--- src/rtl/noc_pkg.sv ---
// Shared NoC definitions: flit types, port indices, field positions and the XY route function.
package noc_pkg;

  typedef enum logic [1:0] {
    BODY   = 2'b00,
    HEAD   = 2'b01,
    TAIL   = 2'b10,
    SINGLE = 2'b11
  } flit_type_t;

  localparam int P_N = 4;
  localparam int P_S = 3;
  localparam int P_E = 2;
  localparam int P_W = 1;
  localparam int P_L = 0;

  // Type occupies the top TYPE_W bits; dx starts at DX_LSB, dy follows directly above dx.
  localparam int TYPE_W    = 2;
  localparam int DX_LSB    = 0;
  localparam int COORD_MAX = 8;

  function automatic logic [4:0] port_bit(input int p);
    return 5'(1) << p;
  endfunction

  // Dimension-ordered routing: resolve X first, then Y, else deliver locally.
  function automatic logic [4:0] xy_route(input logic [COORD_MAX-1:0] dx,
                                          input logic [COORD_MAX-1:0] dy,
                                          input logic [COORD_MAX-1:0] x,
                                          input logic [COORD_MAX-1:0] y);
    if (dx > x)      return port_bit(P_E);
    else if (dx < x) return port_bit(P_W);
    else if (dy > y) return port_bit(P_N);
    else if (dy < y) return port_bit(P_S);
    else             return port_bit(P_L);
  endfunction

endpackage

--- src/rtl/flit_fifo.sv ---
// Generic circular FIFO: power-of-two depth, registered pointers and occupancy count.
module flit_fifo #(
  parameter int W     = 32,
  parameter int DEPTH = 4
) (
  input  logic                     clk,
  input  logic                     rst,
  input  logic                     push,
  input  logic                     pop,
  input  logic [W-1:0]             wdata,
  output logic [W-1:0]             rdata,
  output logic [$clog2(DEPTH):0]   count,
  output logic                     full,
  output logic                     empty
);

  localparam int PTR_W = $clog2(DEPTH);
  localparam int CNT_W = PTR_W + 1;

  logic [W-1:0]     mem_q [DEPTH];
  logic [PTR_W-1:0] wr_ptr_q, rd_ptr_q;
  logic [CNT_W-1:0] count_q;
  logic             do_push, do_pop;

  assign full    = (count_q == CNT_W'(DEPTH));
  assign empty   = (count_q == '0);
  assign do_push = push && !full;
  assign do_pop  = pop && !empty;
  assign rdata   = mem_q[rd_ptr_q];
  assign count   = count_q;

  always_ff @(posedge clk) begin
    if (do_push) mem_q[wr_ptr_q] <= wdata;
  end

  // Pointers wrap naturally because DEPTH is a power of two.
  always_ff @(posedge clk) begin
    if (rst) begin
      wr_ptr_q <= '0;
      rd_ptr_q <= '0;
      count_q  <= '0;
    end else begin
      if (do_push) wr_ptr_q <= wr_ptr_q + PTR_W'(1);
      if (do_pop)  rd_ptr_q <= rd_ptr_q + PTR_W'(1);
      if (do_push && !do_pop)      count_q <= count_q + CNT_W'(1);
      else if (do_pop && !do_push) count_q <= count_q - CNT_W'(1);
    end
  end

endmodule

--- src/rtl/router_input_queue.sv ---
// Router input buffer: FIFO plus per-packet XY route latch and protocol checker.
// Optional QUEUE_BYPASS_EN lets a flit cut through an empty queue in the same cycle.
module router_input_queue
  import noc_pkg::*;
#(
  parameter int FLIT_W  = 32,
  parameter int DEPTH   = 4,
  parameter int COORD_W = 2,
  parameter int X_COORD = 0,
  parameter int Y_COORD = 0
) (
  input  logic                   clk,
  input  logic                   rst,
  input  logic                   in_valid,
  input  logic [FLIT_W-1:0]      in_flit,
  output logic                   in_ready,
  output logic                   out_valid,
  output logic [FLIT_W-1:0]      out_flit,
  output logic [4:0]             out_port,
  input  logic                   out_ready,
  output logic [$clog2(DEPTH):0] count,
  output logic                   proto_err
);

  typedef enum logic {S_IDLE, S_PKT} state_t;

  logic              fifo_push, fifo_pop, fifo_full, fifo_empty, fire, is_head;
  logic [FLIT_W-1:0] fifo_rdata;
  flit_type_t        head_type;
  logic [4:0]        route_c;
  state_t            state_q;
  logic [4:0]        route_q;
  logic              proto_err_q;

  flit_fifo #(.W(FLIT_W), .DEPTH(DEPTH)) u_fifo (
    .clk   (clk),
    .rst   (rst),
    .push  (fifo_push),
    .pop   (fifo_pop),
    .wdata (in_flit),
    .rdata (fifo_rdata),
    .count (count),
    .full  (fifo_full),
    .empty (fifo_empty)
  );

  assign in_ready = !fifo_full;

`ifdef QUEUE_BYPASS_EN
  logic bypass;
  assign bypass    = fifo_empty && in_valid;
  assign out_valid = !fifo_empty || in_valid;
  assign out_flit  = fifo_empty ? in_flit : fifo_rdata;
  assign fifo_push = in_valid && !fifo_full && !(bypass && out_ready);
`else
  assign out_valid = !fifo_empty;
  assign out_flit  = fifo_rdata;
  assign fifo_push = in_valid && !fifo_full;
`endif

  assign fire      = out_valid && out_ready;
  assign fifo_pop  = fire && !fifo_empty;
  assign head_type = flit_type_t'(out_flit[FLIT_W-1 -: TYPE_W]);
  assign is_head   = (head_type == HEAD) || (head_type == SINGLE);
  assign route_c   = xy_route(COORD_MAX'(out_flit[DX_LSB +: COORD_W]),
                              COORD_MAX'(out_flit[DX_LSB + COORD_W +: COORD_W]),
                              COORD_MAX'(X_COORD), COORD_MAX'(Y_COORD));

  // A stray BODY/TAIL with no open packet is delivered locally.
  always_comb begin
    out_port = '0;
    if (out_valid) begin
      if (is_head)               out_port = route_c;
      else if (state_q == S_PKT) out_port = route_q;
      else                       out_port = port_bit(P_L);
    end
  end

  assign proto_err = proto_err_q;

  always_ff @(posedge clk) begin
    if (rst) begin
      state_q     <= S_IDLE;
      route_q     <= '0;
      proto_err_q <= 1'b0;
    end else begin
      if (out_valid && (is_head == (state_q == S_PKT))) proto_err_q <= 1'b1;
      if (fire) begin
        unique case (head_type)
          HEAD:   begin state_q <= S_PKT;  route_q <= route_c; end
          SINGLE: begin state_q <= S_IDLE; route_q <= route_c; end
          TAIL:   state_q <= S_IDLE;
          default: ;
        endcase
      end
    end
  end

endmodule
--- config.mk ---
export PLATFORM = sky130hd
export DESIGN_NAME = router_input_queue
export DESIGN_NICKNAME = d
export VERILOG_FILES = /design/src/rtl/noc_pkg.sv /design/src/rtl/flit_fifo.sv /design/src/rtl/router_input_queue.sv
export SDC_FILE = /design/constraint.sdc
export NUM_CORES = 1
export LEC_CHECK = 0
export BUFFER_PORTS_ARGS = -buffer_cell sky130_fd_sc_hd__buf_2
export CORE_MARGIN = 10
export CORE_UTILIZATION = 49
export CTS_CLUSTER_SIZE = 12
export DETAILED_ROUTE_END_ITERATION = 7
export PLACE_DENSITY = 0.74
export SLEW_MARGIN = 20
export SYNTH_ARGS = -nofsm -noshare
export SYNTH_HDL_FRONTEND = slang
export SYNTH_SLANG_ARGS = --single-unit
--- constraint.sdc ---
create_clock -name clk -period 2.4 [get_ports clk]
set_input_delay 0.48 -clock clk [delete_from_list [all_inputs] [get_ports clk]]
set_output_delay 0.48 -clock clk [all_outputs]
set_load 0.02 [all_outputs]
==> impl_metrics.prom, run 1 <==
# TYPE chip_impl_metric gauge
chip_impl_info{name="outcome",value="finished, violations left"} 1
chip_impl_info{name="violations",value="negative setup slack"} 1
chip_impl_metric{name="path_buf_inv",unit=""} 1
chip_impl_metric{name="path_clk_slew",unit="ps"} 60
chip_impl_metric{name="maximum_number_of_pins_on_one_net_before_global_route_repair",unit=""} 33
chip_impl_metric{name="worst-r2r-cell-count",unit=""} 8
chip_impl_metric{name="source_to_sink_clock_delay_at_the_later_pin_of_the_worst_skew_pair",unit="ps"} 520
chip_impl_metric{name="postSynthRegisterBits",unit=""} 142
chip_impl_metric{name="post_cts_hold_buffer_count",unit=""} 0
chip_impl_metric{name="slowest_delay",unit="ps"} 590
chip_impl_info{name="critical_path.startpoint_type",value="register"} 1
chip_impl_metric{name="cp_max_fo",unit=""} 5
chip_impl_metric{name="vdd_drop_max",unit="mV"} 0.7544
chip_impl_metric{name="initial_core_utilization",unit="%"} 49.65
chip_impl_metric{name="overflow",unit=""} 0
chip_impl_metric{name="io_pins",unit=""} 79
chip_impl_metric{name="rows",unit=""} 38
chip_impl_metric{name="global_route_wire_length_before_repair",unit="um"} 16390
chip_impl_info{name="critical_path_class",value="reg2out"} 1
chip_impl_info{name="worstPathCellList",value="mux4_2 > or4_4 > a211oi_4 > buf_6"} 1
chip_impl_metric{name="routed-via-count",unit=""} 2772
chip_impl_metric{name="dp_hpwl",unit="um"} 6133
chip_impl_metric{name="postSynthAreaPerCell",unit="um^2"} 21.27
chip_impl_metric{name="final_nets",unit=""} 397
chip_impl_info{name="yosys_most_used_dff",value="sky130_fd_sc_hd__edfxtp_1"} 1
chip_impl_metric{name="chipWidth",unit="um"} 124.6
chip_impl_info{name="grt_setup_unrepaired",value="yes"} 1
chip_impl_metric{name="clkSinkCount",unit=""} 142
chip_impl_info{name="min_path_type",value="in2reg"} 1
chip_impl_info{name="setup.worst_path.end",value="out_port[0]"} 1
chip_impl_metric{name="worst-r2r-setup-slack",unit="ps"} 240
chip_impl_metric{name="n_antenna_cell",unit=""} 0
chip_impl_metric{name="routedWlPerCell",unit="um"} 20.61
chip_impl_metric{name="detailedRoute.firstPassIterationCount",unit=""} 4
chip_impl_metric{name="endpoints_failing_setup",unit=""} 31
chip_impl_info{name="crit_slowest_cell",value="sky130_fd_sc_hd__or4_4"} 1
chip_impl_metric{name="via_count_of_the_first_global_routing_pass",unit=""} 2983
chip_impl_metric{name="post-route-period-util",unit="%"} 120.2
chip_impl_metric{name="worstMarginPinSlew",unit="ps"} 878.4
chip_impl_info{name="synthTopCellsByArea",value="sky130_fd_sc_hd__edfxtp_1 72%, sky130_fd_sc_hd__mux4_2 13%, sky130_fd_sc_hd__dfxtp_1 5.2%"} 1
chip_impl_metric{name="die_y",unit="um"} 124.6
chip_impl_metric{name="final_design_area_no_fill",unit="um^2"} 6918
chip_impl_metric{name="number_of_buffers_created_by_cts",unit=""} 17
chip_impl_metric{name="power_per_cell_area",unit="nW/um^2"} 1196
chip_impl_metric{name="area.growth.synth_to_final",unit="%"} 29.09
chip_impl_metric{name="syn-instance-count",unit=""} 252
chip_impl_metric{name="ctsHtreeMaxLevel",unit=""} 4
chip_impl_metric{name="final.setup_skew",unit="ps"} 9.374
chip_impl_metric{name="detailedPlace.worstSlack",unit="ps"} -186.1
chip_impl_info{name="timing.critical_path.max_delay_family",value="simple AND/OR/NAND/NOR gates"} 1
chip_impl_metric{name="clockBufferDepth",unit=""} 2
chip_impl_metric{name="post-route-min-period",unit="ps"} 2886
chip_impl_metric{name="drive_gt1_share",unit="%"} 45.65
chip_impl_metric{name="ys_warn_count",unit=""} 0
chip_impl_metric{name="number_of_gates_on_the_worst_path_with_buffers_counted",unit=""} 4
chip_impl_info{name="setup.worst_path.end_class",value="primary output"} 1
chip_impl_metric{name="antenna_violations_before_repair",unit=""} 0
chip_impl_metric{name="die_area",unit="um^2"} 15520
chip_impl_metric{name="synth.yosys.seq_area_share",unit="%"} 76.96
chip_impl_metric{name="synth.distinct_cells",unit=""} 38
chip_impl_metric{name="worstPathArrival",unit="ps"} 2410
chip_impl_metric{name="required_time_worst_endpoint",unit="ps"} 1920
chip_impl_metric{name="cell_area_after_synthesis",unit="um^2"} 5359
chip_impl_metric{name="multi_input_comb_area",unit="um^2"} 1216
chip_impl_metric{name="timing.final.ws_setup",unit="ps"} -485.6
chip_impl_metric{name="total_leakage_power",unit="nW"} 2.403
chip_impl_info{name="synth_largest_area_cell",value="sky130_fd_sc_hd__edfxtp_1"} 1
chip_impl_metric{name="fmaxAchievable",unit="GHz"} 0.3466
chip_impl_metric{name="place.port_buffers",unit=""} 76
chip_impl_metric{name="drc",unit=""} 0
chip_impl_info{name="clock_tree_from_tritoncts",value="done"} 1
chip_impl_metric{name="async_flop_share",unit="%"} 0
chip_impl_info{name="r2r-start",value="u_fifo.count[1]$_SDFFE_PP0P_"} 1
chip_impl_metric{name="seqCellArea",unit="um^2"} 4129
chip_impl_metric{name="drtIter0Drc",unit=""} 122
chip_impl_info{name="rr_endpoint",value="u_fifo.count[2]$_SDFFE_PP0P_"} 1
chip_impl_metric{name="finalHoldViolCount",unit=""} 0
chip_impl_metric{name="instance_area_at_placement",unit="um^2"} 5921
chip_impl_metric{name="fillCellCount",unit=""} 710
chip_impl_metric{name="routabilityCongestion",unit=""} 0.7599
chip_impl_metric{name="coreArea",unit="um^2"} 10790
chip_impl_metric{name="setup-tns-final",unit="ps"} -2418
chip_impl_metric{name="drv_slew",unit=""} 0
chip_impl_metric{name="wirelength",unit="um"} 10470
chip_impl_metric{name="relative_max_transition_margin",unit="%"} 41.44
chip_impl_metric{name="post_dr_vias_cell",unit=""} 5.457
chip_impl_info{name="clock_tree.root_cell",value="sky130_fd_sc_hd__clkbuf_8"} 1
chip_impl_metric{name="synth_edf_count",unit=""} 128
chip_impl_metric{name="postRouteAntennaNets",unit=""} 0
chip_impl_metric{name="max_cap_viol_count",unit=""} 0
chip_impl_metric{name="synthDominantCellAreaShare",unit="%"} 71.73
chip_impl_metric{name="groute.usage.overall",unit="%"} 13.62
-- power breakdown --
part	switching (mW)	internal, mW
logic	1.32	1.39
registers	0.126	2.98
clock network	0.981	1.48
-- routing by layer --
metal / GRT usage (%) / wire, um
met5: 0 / 0
met4: 5.757 / 165
met3: 5.362 / 765
met2: 20.69 / 5097
met1: 17.02 / 4443
-- worst min path at each step --
stage	from	endpoint	slack (ps)	depth (start not counted)
after floorplan	route_q[0]$_SDFFE_PP0P_	route_q[0]$_SDFFE_PP0P_	460	2
after global placement	proto_err$_SDFFE_PP0P_	proto_err$_SDFFE_PP0P_	440	2
after detailed placement	proto_err$_SDFFE_PP0P_	proto_err$_SDFFE_PP0P_	440	2
after CTS	in_flit[13]	u_fifo.mem_q[1][13]$_DFFE_PP_	150	1
after global routing	in_flit[9]	u_fifo.mem_q[2][9]$_DFFE_PP_	160	1
final	in_flit[11]	u_fifo.mem_q[3][11]$_DFFE_PP_	170	1
-- registers in the layout, indices dropped and copies added (netlist names), named ones only --
signal / flops
u_fifo.mem_q: 128
route_q: 3
u_fifo.count: 3
u_fifo.rd_ptr_q: 2
u_fifo.wr_ptr_q: 2
proto_err: 1
state_q: 1
-- synth_stat cells (2+ instances only) --
| master | count |
|---|---|
| sky130_fd_sc_hd__edfxtp_1 | 128 |
| sky130_fd_sc_hd__mux4_2 | 32 |
| sky130_fd_sc_hd__dfxtp_1 | 14 |
| sky130_fd_sc_hd__nor2_1 | 8 |
| sky130_fd_sc_hd__inv_1 | 7 |
| sky130_fd_sc_hd__a21oi_1 | 6 |
| sky130_fd_sc_hd__ha_1 | 5 |
| sky130_fd_sc_hd__and3_1 | 4 |
| sky130_fd_sc_hd__buf_2 | 4 |
| sky130_fd_sc_hd__o21ai_0 | 4 |
| sky130_fd_sc_hd__xor2_1 | 4 |
| sky130_fd_sc_hd__clkbuf_1 | 3 |
| sky130_fd_sc_hd__nand2b_1 | 3 |
| sky130_fd_sc_hd__buf_4 | 2 |
| sky130_fd_sc_hd__nand3_1 | 2 |
| sky130_fd_sc_hd__nand3b_1 | 2 |
| sky130_fd_sc_hd__nor3b_1 | 2 |
| sky130_fd_sc_hd__o31ai_1 | 2 |
-- cell type report --
| class | instances | share of cell area, % |
|---|---|---|
| Sequential cell | 142 | 59.69 |
| Multi-Input combinational cell | 94 | 17.58 |
| Timing Repair Buffer | 93 | 11.70 |
| Clock buffer | 19 | 6.095 |
| Tap cell | 140 | 2.532 |
| Clock inverter | 13 | 2.026 |
| Inverter | 7 | 0.3798 |
-- cell usage in the layout, fill, tap and decap left out, drive strengths merged, types with 2 or more instances in the layout --
cell type	instances
xor2	4
nand3	2
a21oi	6
bufinv	2
conb	2
clkinvlp	6
nor3b	2
nand3b	2
inv	9
clkbuf	20
dfxtp	14
mux4	33
buf	92
and3	4
o31ai	2
clkinv	3
a211oi	2
ha	5
o21ai	4
nand2b	3
nor2	8
edfxtp	128
-- through the flow --
| step | util [%] | hold slack (ps) | total power [mW] | instances |
|---|---|---|---|---|
| after floorplan | - | 459.8 | 4.531 | 253 |
| after global placement | 54.86 | 438.2 | 5.119 | 464 |
| after detailed placement | 54.86 | 441.8 | 5.167 | 464 |
| after CTS | 62.51 | 148.6 | 8.070 | 506 |
| after global routing | 64.10 | 164.0 | 8.633 | 508 |
| final | 64.10 | 166.0 | 8.277 | 508 |
-- repair_timing --
action,in CTS,in global routing
cloned,2,1
setup buffers,8,1
endpoints found under the setup margin,31,33
resized for setup,48,41
pin swaps,4,2
-- cells by family (layout without fill, tap and decap cells) --
logic type	after synthesis	count (layout)	share of synthesized area, %
AO/OA/AOI/OAI	19	19	2.335
flip-flops	142	142	76.96
other	1	2	0.06998
adder cells (fa/ha/maj)	6	6	1.541
XOR/XNOR	5	5	0.8171
buffers and inverters	18	132	1.634
multiplexers	33	34	13.64
AND/OR/NAND/NOR	28	28	3.012
Note: power is estimated with default switching activity, not from simulation.
==> inputs of run 2 (changes only) <==
Settings changed: SKIP_CTS_REPAIR_TIMING from default to 1.
==> run 2 against run 1 <==
Effect of this change: the flow still finishes with violations (negative setup slack); non-clock buffer count shrank 5; register-to-register slack is essentially flat; count of clock-buffer cells in the layout is the same; setup slack gained 18 ps; critical endpoint unchanged.
==> impl_metrics.prom, run 2 (synthesis gave the netlist of run 1 again) <==
# TYPE chip_impl_metric gauge
chip_impl_metric{name="power.switching_fraction",unit="%"} 29.56
chip_impl_metric{name="worst-r2r-setup-slack",unit="ps"} 240
chip_impl_metric{name="via_count_of_the_first_global_routing_pass",unit=""} 2881
chip_impl_metric{name="fin_util",unit="%"} 62.23
chip_impl_metric{name="antenna_violations_before_repair",unit=""} 0
chip_impl_metric{name="area.growth.synth_to_final",unit="%"} 25.33
chip_impl_metric{name="source_to_sink_clock_delay_at_the_later_pin_of_the_worst_skew_pair",unit="ps"} 520
chip_impl_metric{name="final_nets",unit=""} 392
chip_impl_metric{name="required_time_worst_endpoint",unit="ps"} 1920
chip_impl_metric{name="worstPathArrival",unit="ps"} 2390
chip_impl_metric{name="postRouteAntennaNets",unit=""} 0
chip_impl_metric{name="drv_slew",unit=""} 0
chip_impl_info{name="clock_tree_from_tritoncts",value="done"} 1
chip_impl_metric{name="fmaxAchievable",unit="GHz"} 0.3488
chip_impl_metric{name="maximum_number_of_pins_on_one_net_before_global_route_repair",unit=""} 33
chip_impl_metric{name="io_pins",unit=""} 79
chip_impl_metric{name="p_seq_share",unit="%"} 39.4
chip_impl_metric{name="timing.final.ws_setup",unit="ps"} -467.1
chip_impl_metric{name="seqCellArea",unit="um^2"} 4129
chip_impl_metric{name="largest_register_ffs",unit=""} 128
chip_impl_metric{name="coreArea",unit="um^2"} 10790
chip_impl_metric{name="detailedRoute.firstPassIterationCount",unit=""} 4
chip_impl_info{name="mostFrequentLayoutCells",value="128 x sky130_fd_sc_hd__edfxtp_1, 60 x sky130_fd_sc_hd__buf_2, 32 x sky130_fd_sc_hd__mux4_2, 17 x sky130_fd_sc_hd__clkbuf_16, 16 x sky130_fd_sc_hd__buf_6"} 1
chip_impl_metric{name="final.setup_skew",unit="ps"} 9.659
chip_impl_info{name="critical_path_class",value="reg2out"} 1
chip_impl_metric{name="wirelength",unit="um"} 10200
chip_impl_metric{name="post-route-period-util",unit="%"} 119.5
chip_impl_info{name="violations",value="negative setup slack"} 1
chip_impl_metric{name="n_antenna_cell",unit=""} 0
chip_impl_metric{name="chipWidth",unit="um"} 124.6
chip_impl_metric{name="finalHoldViolCount",unit=""} 0
chip_impl_metric{name="max_cap_viol_count",unit=""} 0
chip_impl_metric{name="power_per_cell_area",unit="nW/um^2"} 1176
chip_impl_metric{name="dp_hpwl",unit="um"} 6133
chip_impl_metric{name="internal-power",unit="mW"} 5.564
chip_impl_metric{name="die_y",unit="um"} 124.6
chip_impl_metric{name="p_switching",unit="mW"} 2.334
chip_impl_metric{name="fin_hold_ws",unit="ps"} 166.9
chip_impl_info{name="largest-register",value="u_fifo.mem_q"} 1
chip_impl_info{name="layout.cells.most_common",value="sky130_fd_sc_hd__edfxtp_1"} 1
chip_impl_metric{name="ctsHtreeMaxLevel",unit=""} 4
chip_impl_metric{name="share_clk_of_total_power",unit="%"} 31.1
chip_impl_metric{name="endpoints_failing_setup",unit=""} 31
chip_impl_info{name="crit_slowest_cell",value="sky130_fd_sc_hd__or4_4"} 1
chip_impl_metric{name="post-route-min-period",unit="ps"} 2867
chip_impl_metric{name="clockBufferDepth",unit=""} 2
chip_impl_metric{name="drive_gt1_share",unit="%"} 44.63
chip_impl_info{name="critical_path.startpoint_type",value="register"} 1
chip_impl_metric{name="fillCellCount",unit=""} 751
chip_impl_metric{name="worstMarginPinSlew",unit="ps"} 869.3
chip_impl_metric{name="relative_max_transition_margin",unit="%"} 42.04
chip_impl_metric{name="initial_core_utilization",unit="%"} 49.65
chip_impl_info{name="setup.worst_path.end_class",value="primary output"} 1
chip_impl_metric{name="instance_area_at_placement",unit="um^2"} 5921
chip_impl_metric{name="routedWlPerCell",unit="um"} 20.28
chip_impl_metric{name="path_clk_slew",unit="ps"} 60
chip_impl_metric{name="pwr-share-comb",unit="%"} 29.5
chip_impl_metric{name="overflow",unit=""} 0
chip_impl_metric{name="routed-via-count",unit=""} 2764
chip_impl_metric{name="groute.usage.overall",unit="%"} 12.88
chip_impl_metric{name="drc",unit=""} 0
chip_impl_metric{name="routabilityCongestion",unit=""} 0.7599
chip_impl_metric{name="multi_input_comb_area",unit="um^2"} 1211
chip_impl_metric{name="fin_cells",unit=""} 503
chip_impl_metric{name="place.port_buffers",unit=""} 76
chip_impl_metric{name="die_area",unit="um^2"} 15520
chip_impl_info{name="worstPathCellList",value="mux4_2 > or4_4 > a211oi_4 > buf_6"} 1
chip_impl_metric{name="global_route_wire_length_before_repair",unit="um"} 15560
chip_impl_metric{name="vdd_drop_max",unit="mV"} 0.7448
chip_impl_info{name="outcome",value="finished, violations left"} 1
chip_impl_metric{name="clkSinkCount",unit=""} 142
chip_impl_info{name="min_path_type",value="in2reg"} 1
chip_impl_metric{name="placed_cells_incl_taps",unit=""} 464
chip_impl_metric{name="number_of_buffers_created_by_cts",unit=""} 17
chip_impl_metric{name="cp_max_fo",unit=""} 6
chip_impl_metric{name="total_leakage_power",unit="nW"} 2.329
chip_impl_metric{name="drtIter0Drc",unit=""} 146
chip_impl_metric{name="rows",unit=""} 38
chip_impl_metric{name="post_dr_vias_cell",unit=""} 5.495
chip_impl_metric{name="final_design_area_no_fill",unit="um^2"} 6716
chip_impl_metric{name="slowest_delay",unit="ps"} 580
chip_impl_info{name="grt_setup_unrepaired",value="yes"} 1
chip_impl_metric{name="detailedPlace.worstSlack",unit="ps"} -186.1
chip_impl_info{name="clock_tree.root_cell",value="sky130_fd_sc_hd__clkbuf_8"} 1
run 2: area by class of cell:
type                       count  area share, %
clock buffer                  19          6.278
clock inverter                13          2.086
inverter                       7         0.3912
multi-input combinational     94          18.03
sequential                   142          61.48
tap                          140          2.608
timing repair buffer          88          9.128
run 2: critical path, delay by kind of cell, from the launching register on:
| kind | cells | cell delay, ps |
|---|---|---|
| AOI/OAI and AO/OA | 1 | 220 |
| buffers and inverters | 1 | 140 |
| DFF | 1 | 400 |
| muxes | 1 | 530 |
| and+or+nand+nor | 1 | 580 |
run 2: power groups by stage:
stage | combinational, mW | sequential (mW) | clock (mW)
after floorplan | 1.40 | 3.13 | 0
after global placement | 1.98 | 3.14 | 0
after detailed placement | 2.01 | 3.16 | 0
after CTS | 2.02 | 3.11 | 2.50
after global routing | 2.51 | 3.14 | 2.60
final | 2.33 | 3.11 | 2.45
run 2: per-layer routing:
layer / vias up / GRT usage [%] / part of all wire (%)
met5: - / 0 / 0
met2: 116 / 19.29 / 49
met3: 17 / 5.489 / 9.4
met1: 1400 / 15.91 / 40
met4: 0 / 5.757 / 1.6
li1: 1231 / - / -
run 2: worst paths after layout:
path / to / cells after the start / start
hold / removal: u_fifo.mem_q[3][11]$_DFFE_PP_ / 1 / in_flit[11]
setup reg to reg: u_fifo.count[2]$_SDFFE_PP0P_ / 8 / u_fifo.count[1]$_SDFFE_PP0P_
setup / recovery: out_port[0] / 4 / register
hold reg to reg: proto_err$_SDFFE_PP0P_ / 2 / proto_err$_SDFFE_PP0P_
run 2: per-stage QoR:
| stage | setup TNS [ps] | total power [mW] |
|---|---|---|
| floorplan | -31.29 | 4.531 |
| global placement | -170.7 | 5.119 |
| detailed placement | -299.4 | 5.167 |
| CTS | -6533 | 7.627 |
| global route | -5328 | 8.253 |
| finish | -2512 | 7.898 |
